**src/rtl/unified_mem_arbiter.sv**
```systemverilog
`default_nettype none
// ============================================================================
// Module  : unified_mem_arbiter
// Brief   : Arbitrates one single-port, variable-latency memory between the
//           instruction-fetch port (read-only) and the data port (load/store).
//           Data accesses have priority. A starvation counter forces a fetch
//           grant after STARVE_LIMIT consecutive data grants. A branch flush
//           suppresses the response of an outstanding fetch.
// Revision: 1.0 - initial release
// ============================================================================
module unified_mem_arbiter #(
  parameter int ADDR_WIDTH   = 32,
  parameter int DAT_WIDTH    = 32,
  parameter int STARVE_LIMIT = 4
) (
  input  logic                  clk,
  input  logic                  rst,
  // fetch port
  input  logic                  if_req,
  input  logic [ADDR_WIDTH-1:0] if_addr,
  input  logic                  if_flush,
  output logic [DAT_WIDTH-1:0]  if_rdata,
  output logic                  if_valid,
  output logic                  if_stall,
  // data port
  input  logic                  d_req,
  input  logic                  d_we,
  input  logic [ADDR_WIDTH-1:0] d_addr,
  input  logic [DAT_WIDTH-1:0]  d_wdata,
  output logic [DAT_WIDTH-1:0]  d_rdata,
  output logic                  d_valid,
  output logic                  d_stall,
  // memory port
  output logic                  mem_req,
  output logic                  mem_we,
  output logic [ADDR_WIDTH-1:0] mem_addr,
  output logic [DAT_WIDTH-1:0]  mem_wdata,
  input  logic [DAT_WIDTH-1:0]  mem_rdata,
  input  logic                  mem_ready
);

  typedef enum logic [2:0] {
    IDLE   = 3'd0,
    BUSY_I = 3'd1,
    BUSY_D = 3'd2,
    RESP_I = 3'd3,
    RESP_D = 3'd4
  } state_t;

  // Saturation value of the starvation counter (legal limits fit in 4 bits)
  localparam logic [3:0] STARVE_MAX = 4'(STARVE_LIMIT);

  state_t                state_q,     state_d;
  logic [3:0]            starve_cnt_q, starve_cnt_d;
  logic                  drop_q,      drop_d;
  logic                  mem_req_q,   mem_req_d;
  logic                  mem_we_q,    mem_we_d;
  logic [ADDR_WIDTH-1:0] mem_addr_q,  mem_addr_d;
  logic [DAT_WIDTH-1:0]  mem_wdata_q, mem_wdata_d;
  logic [DAT_WIDTH-1:0]  if_rdata_q,  if_rdata_d;
  logic [DAT_WIDTH-1:0]  d_rdata_q,   d_rdata_d;

  // A fetch raised together with a flush is stale and is not eligible
  logic fetch_ok;
  logic fetch_forced;
  assign fetch_ok     = if_req & ~if_flush;
  assign fetch_forced = fetch_ok & (starve_cnt_q == STARVE_MAX);

  // State and datapath registers, cleared asynchronously
  always_ff @(posedge clk or posedge rst) begin
    if (rst) begin
      state_q      <= IDLE;
      starve_cnt_q <= 4'd0;
      drop_q       <= 1'b0;
      mem_req_q    <= 1'b0;
      mem_we_q     <= 1'b0;
      mem_addr_q   <= '0;
      mem_wdata_q  <= '0;
      if_rdata_q   <= '0;
      d_rdata_q    <= '0;
    end else begin
      state_q      <= state_d;
      starve_cnt_q <= starve_cnt_d;
      drop_q       <= drop_d;
      mem_req_q    <= mem_req_d;
      mem_we_q     <= mem_we_d;
      mem_addr_q   <= mem_addr_d;
      mem_wdata_q  <= mem_wdata_d;
      if_rdata_q   <= if_rdata_d;
      d_rdata_q    <= d_rdata_d;
    end
  end

  // Grant selection, memory sequencing and response capture
  always_comb begin
    state_d      = state_q;
    starve_cnt_d = starve_cnt_q;
    drop_d       = drop_q;
    mem_req_d    = mem_req_q;
    mem_we_d     = mem_we_q;
    mem_addr_d   = mem_addr_q;
    mem_wdata_d  = mem_wdata_q;
    if_rdata_d   = if_rdata_q;
    d_rdata_d    = d_rdata_q;

    case (state_q)
      IDLE: begin
        if (d_req && !fetch_forced) begin
          state_d     = BUSY_D;
          mem_req_d   = 1'b1;
          mem_we_d    = d_we;
          mem_addr_d  = d_addr;
          mem_wdata_d = d_wdata;
          // Count data grants that overtake a waiting fetch
          if (if_req && (starve_cnt_q != STARVE_MAX)) begin
            starve_cnt_d = starve_cnt_q + 4'd1;
          end
        end else if (fetch_ok) begin
          state_d      = BUSY_I;
          mem_req_d    = 1'b1;
          mem_we_d     = 1'b0;
          mem_addr_d   = if_addr;
          starve_cnt_d = 4'd0;
        end
      end

      BUSY_I: begin
        // The access cannot be aborted; only its response is discarded
        if (if_flush) begin
          drop_d = 1'b1;
        end
        if (mem_ready) begin
          if_rdata_d = mem_rdata;
          mem_req_d  = 1'b0;
          mem_we_d   = 1'b0;
          state_d    = RESP_I;
        end
      end

      BUSY_D: begin
        if (mem_ready) begin
          d_rdata_d = mem_rdata;
          mem_req_d = 1'b0;
          mem_we_d  = 1'b0;
          state_d   = RESP_D;
        end
      end

      RESP_I: begin
        drop_d  = 1'b0;
        state_d = IDLE;
      end

      RESP_D: begin
        state_d = IDLE;
      end

      default: begin
        state_d = IDLE;
      end
    endcase
  end

  assign mem_req   = mem_req_q;
  assign mem_we    = mem_we_q;
  assign mem_addr  = mem_addr_q;
  assign mem_wdata = mem_wdata_q;
  assign if_rdata  = if_rdata_q;
  assign d_rdata   = d_rdata_q;

  // Response pulses last exactly the one RESP cycle
  assign if_valid  = (state_q == RESP_I) & ~drop_q;
  assign d_valid   = (state_q == RESP_D);

  // A flushed fetch keeps stalling until its replacement completes
  assign if_stall  = if_req & ~if_valid;
  assign d_stall   = d_req  & ~d_valid;

endmodule
`default_nettype wire

```
**config.mk**
```make
export PLATFORM = sky130hd
export DESIGN_NAME = unified_mem_arbiter
export DESIGN_NICKNAME = d
export VERILOG_FILES = /design/src/rtl/unified_mem_arbiter.sv
export SDC_FILE = /design/constraint.sdc
export NUM_CORES = 1
export LEC_CHECK = 0
export CAP_MARGIN = 20
export CORE_AREA = 3 3 132 134
export CTS_CLUSTER_SIZE = 25
export DETAILED_ROUTE_END_ITERATION = 12
export DIE_AREA = 0 0 135 137
export HOLD_SLACK_MARGIN = 0.02
export PLACE_DENSITY = 0.69
export SYNTH_ARGS = -nofsm -noshare
export SYNTH_HDL_FRONTEND = slang
export SYNTH_SLANG_ARGS = --single-unit
```
**constraint.sdc**
```tcl
create_clock -name clk -period 5.94 [get_ports clk]
set_clock_uncertainty 0.15 [all_clocks]
set_input_delay 0.594 -clock clk [delete_from_list [all_inputs] [get_ports clk]]
set_output_delay 0.594 -clock clk [all_outputs]
set_load 0.005 [all_outputs]
```
---- Word level (Yosys, flattened, before mapping) ----
Cells that the tools add are included.
storage, ports and cells
  register bits ........................... 138
  input bits .............................. 135
  output and inout bits ................... 134
  logic and storage cells ................. 66
operators by class
  add/sub/neg operators ................... 1
  equality and inequality tests ........... 12
  mux-type cells .......................... 19
  bitwise logic cells ..................... 9
  reduce and logical (&&, ||, !) cells .... 16
operator list
  operator             count
  $mux 32              2
  $mux 3               4
  $mux 4               3
  $reduce_and 2->1     5
  $pmux 3 s3           1
  $reduce_and 3->1     3
  $eq 3x2->1 const B   2
  $mux 1               6
  $ne 2x2->1 const B   3
  $pmux 1 s2           3
  $reduce_bool 2->1    3
  $and 1x1->1          5
  $add 4x1->4 const B  1
  $eq 4x3->1 const B   1
  $ne 2x1->1 const B   2
  $ne 4x3->1 const B   1
  $not 1->1            4
  $eq 3x1->1 const B   1
  $eq 3x3->1 const B   1
  $logic_not 3->1      1
  $ne 3x3->1 const B   1
  $logic_and 1x1->1    2
  $reduce_or 2->1      1
  $logic_not 1->1      1

---- Logic depth before layout (Yosys ltp) ----
  word-level depth ........................ 7
  mapped depth ............................ 8
  depth with buffers taken out ............ 6

---- Least setup slack after synthesis ----
No wires, ideal clock.
  path type ............................... input-to-reg
  start point ............................. in if_flush
  end point ............................... reg mem_wdata_q[4] (netlist: mem_wdata[4])
  setup time .............................. 0.125 ns
  arrival ................................. 1.672 ns
  required time ........................... 5.665 ns
  path slack .............................. 3.993 ns
  stages on the path ...................... 6
  buffers on the path ..................... 2
  path through ............................ nand2b_4 -> o31ai_4 -> nand2b_1 -> buf_6 -> buf_6 -> mux2_2
on the way
  cells in the longest elaborated chain, start to end .. 6
ends and longest elaborated chain
  element                     line  text
  from (decl)                 21    input logic if_flush,
  $not 1->1                   66    assign fetch_ok = if_req & ~if_flush;
  $and 1x1->1                 66
  $and 1x1->1                 67    assign fetch_forced = fetch_ok & (starve_cnt_q == STARVE_MAX);
  $logic_not 1->1             108   if (d_req && !fetch_forced) begin
  $logic_and 1x1->1           108
  $reduce_and 2->1 (no line)  -
  to (signal assigned)        88    mem_wdata_q <= mem_wdata_d;
  to (decl)                   59    logic [DAT_WIDTH-1:0] mem_wdata_q, mem_wdata_d;
Every way passes these cells.
A chain may end at the register's enable or synchronous reset.

---- Final worst setup path ----
  start point ............................. reg state_q[0]
  end point ............................... out if_valid
on the way
  cells in the longest elaborated chain, start to end .. 2
ends and longest elaborated chain
  element                 line  text
  from (decl)             53    state_t state_q, state_d;
  from (signal assigned)  82    state_q <= state_d;
  $eq 3x2->1              172   assign if_valid = (state_q == RESP_I) & ~drop_q;
  $and 1x1->1             172
  to (decl)               23    output logic if_valid,
Every way passes these cells.

==> metrics.txt <==
total via count after detailed routing=4125; instance count of the mapped netlist=405; clock latency reported for the late side of the worst-skew pair=0.40 ns; initial core utilization=0.347; cells on worst reg2reg path=3; final cell count without fillers=906; Setup violations, final=0; endpoint class of the critical path=output port; Leakage=3.80 nW; top cell family by delay on the critical path=buffers and inverters; layout cells sized above 1=0.203; first-pass GRT wire length=23.3 mm; type of element launching the critical path=flip-flop; hold buffer count at CTS=0; critical path cell sequence=nor2b_1 > nand2_1 > nor2_1 > clkdlybuf4s50_1; clock buffers created by TritonCTS=17; largest stage delay on the critical path=0.56 ns; number of warnings printed during yosys synthesis=0; relative contribution of combinational cells to total power=0.422; wire per inst=16.4 um; port bufs=268; leading cell types by count after synthesis=dfrtp_1 (138), mux2_2 (93), a21oi_1 (37); standard cell with the maximum stage delay on the critical path=clkdlybuf4s50_1; run status=complete, no violations; Final GP Congestion=0.772; clock slew at reported path FFs=0.06 ns; number of max-cap violations=0; final number of max-transition violations=0; depth of the critical timing path with buffers and inverters included=4; peak supply drop=0.000211 V; switching fraction of total power=0.287; sequential-to-total area share from yosys stat=0.607; vias per std cell=4.55; clock sink count=138; largest driver fanout on the critical path=7; DRC errors left=0; depth of the worst hold-timing path=1; Max Fclk=0.366 GHz; cell-internal power=3.31 mW; synthesis-to-layout area growth=59.6%; GRT Overall Usage=0.161; synthesized area=0.00569 mm2; post-route antenna net violation count=0; Primary FF master, synth=dfrtp_1; maximum number of pins on one net before global-route repair=90; overall die area=0.0185 mm2; CTS Buffer Depth=2; sequential group share of total power=0.363; worst relative slew slack=0.439; CTS tree=built; via count of the first global-routing pass=4536; number of antenna violations at the first check in global routing=0; flop and latch count out of synthesis=138; H-tree levels=4; number of nets at the end of the flow=810; endpoints failing hold=0; total inserted antenna cells=0; count of different cell masters after synthesis=35; power per standard cell area=512 mW/mm2; number of top-level pins=269; slew of the pin with the lowest slew margin=0.841 ns; Synth area leader=dfrtp_1; number of synthesized flops with an enable pin=0; Cell Count Post-Placement=873; syn avg cell area=14.1 um2; total grt overflow=0; Core Footprint=0.0164 mm2; Post-DP HPWL=11.0 mm; TritonRoute pass-1 iters=4; post-route clock period utilization=0.461; async set-or-reset flop fraction in the synthesized netlist=1.00; root buffer cell=clkbuf_16; die height=137 um; largest cells by area after synthesis=dfrtp_1 (61%), mux2_2 (18%), mux2i_1 (5.6%), a21oi_1 (3.3%), nor2_1 (2.4%); CP bufs+invs=1; clock share of power=0.215; area share of the largest cell type after synthesis=0.607; Total Wirelength=14.9 mm; Final min period=2.74 ns; die outline width=135 um; number of instances resized during post-cts repair=0; number of placement rows=47; dominant cell by count in the synthesized netlist=dfrtp_1; Tightest Hold Check Type=reg2reg; number of DRC violations after detailed-routing iteration 0=97; total power=4.65 mW; Setup TNS=0 ns; class of the most critical setup path=reg2out; Net Switching=1.34 mW; number of setup buffers added after CTS=0; unrepaired setup endpoints after global routing=no; Synth Net Count=542; Critical Path AT=1.99 ns; Worst EP required=5.20 ns
## cell type report
| cell class | count | area, um2 |
|---|---|---|
| Sequential cell | 138 | 3450 |
| Inverter | 5 | 23.8 |
| Fill cell | 1335 | 7320 |
| Clock buffer | 20 | 457 |
| Tap cell | 220 | 275 |
| Multi-Input combinational cell | 238 | 2030 |
| Clock inverter | 12 | 114 |
| Timing Repair Buffer | 273 | 2730 |
## stage by stage
| step | setup WS [ns] | utilization | hold slack (ns) | area (um2) |
|---|---|---|---|---|
| final | 3.20 | 0.554 | 0.335 | 9080 |
| after CTS | 3.15 | 0.552 | 0.340 | 9060 |
| after global routing | 3.07 | 0.554 | 0.361 | 9080 |
| after detailed placement | 3.13 | 0.518 | 0.328 | 8490 |
| after floorplan | 1.50 | - | 0.324 | 5690 |
| after global placement | 3.24 | 0.518 | 0.316 | 8490 |
## metal layers
layer  track usage  up-vias  wire length [um]
li1              -     1952                 -
met1         0.179     1978              5660
met2         0.279      175              7670
met3        0.0603       20              1280
met4        0.0689        0               284
met5             0        -                 0
## worst register-to-register path: stages (launching register included)
cell and delay (ns):
dfrtp_1 0.50, nor2b_1 0.32, and3b_2 0.79, mux2_2 0.45
## power groups by stage
stage	logic (mW)	registers, mW	clock network [mW]
floorplan	0.806	1.70	0
global placement	1.93	1.68	0
detailed placement	1.98	1.70	0
CTS	1.99	1.69	1.04
global route	2.13	1.75	1.07
finish	1.96	1.69	1.00
## flip-flops by register name, summed over array words and instances, names as in the netlist
| name | count |
|---|---|
| d_rdata | 32 |
| if_rdata | 32 |
| mem_addr | 32 |
| mem_wdata | 32 |
| starve_cnt_q | 4 |
| state_q | 3 |
| drop_q | 1 |
| mem_req | 1 |
| mem_we | 1 |
## logic make-up after synthesis
logic type               share of synthesized area
AO/OA/AOI/OAI                               0.0482
adder cells (fa/ha/maj)                    0.00440
buffers and inverters                       0.0385
flip-flops                                   0.607
multiplexers                                 0.252
AND/OR/NAND/NOR                             0.0499
## final timing paths
check                           start       endpoint  slack, ns
setup / recovery           state_q[0]       if_valid       3.20
hold / removal                mem_req        mem_req       0.34
setup reg to reg           state_q[0]   if_rdata[11]       3.63
hold reg to reg               mem_req        mem_req       0.34
max in group asynchronous         rst    d_rdata[22]       3.90
min in group asynchronous         rst  mem_wdata[22]       0.58
## cells in the final DEF, fill, tap and decap left out, types with 2 or more instances in the layout
| cell | netlist | layout |
|---|---|---|
| a21oi_1 | 37 | 37 |
| buf_4 | 5 | 4 |
| clkbuf_16 | 0 | 17 |
| clkbuf_8 | 0 | 2 |
| clkdlybuf4s50_1 | 0 | 268 |
| clkinv_2 | 0 | 2 |
| clkinvlp_4 | 0 | 4 |
| dfrtp_1 | 138 | 138 |
| ha_1 | 2 | 2 |
| inv_1 | 5 | 4 |
| inv_6 | 0 | 5 |
| mux2_1 | 2 | 2 |
| mux2_2 | 93 | 93 |
| mux2_4 | 3 | 3 |
| mux2i_1 | 32 | 32 |
| nand2_1 | 5 | 5 |
| nand2b_1 | 3 | 3 |
| nand4_1 | 2 | 2 |
| nor2_1 | 36 | 36 |
| nor2b_1 | 4 | 4 |
| o21ai_0 | 2 | 2 |
Power figures use the tool's default switching activity.
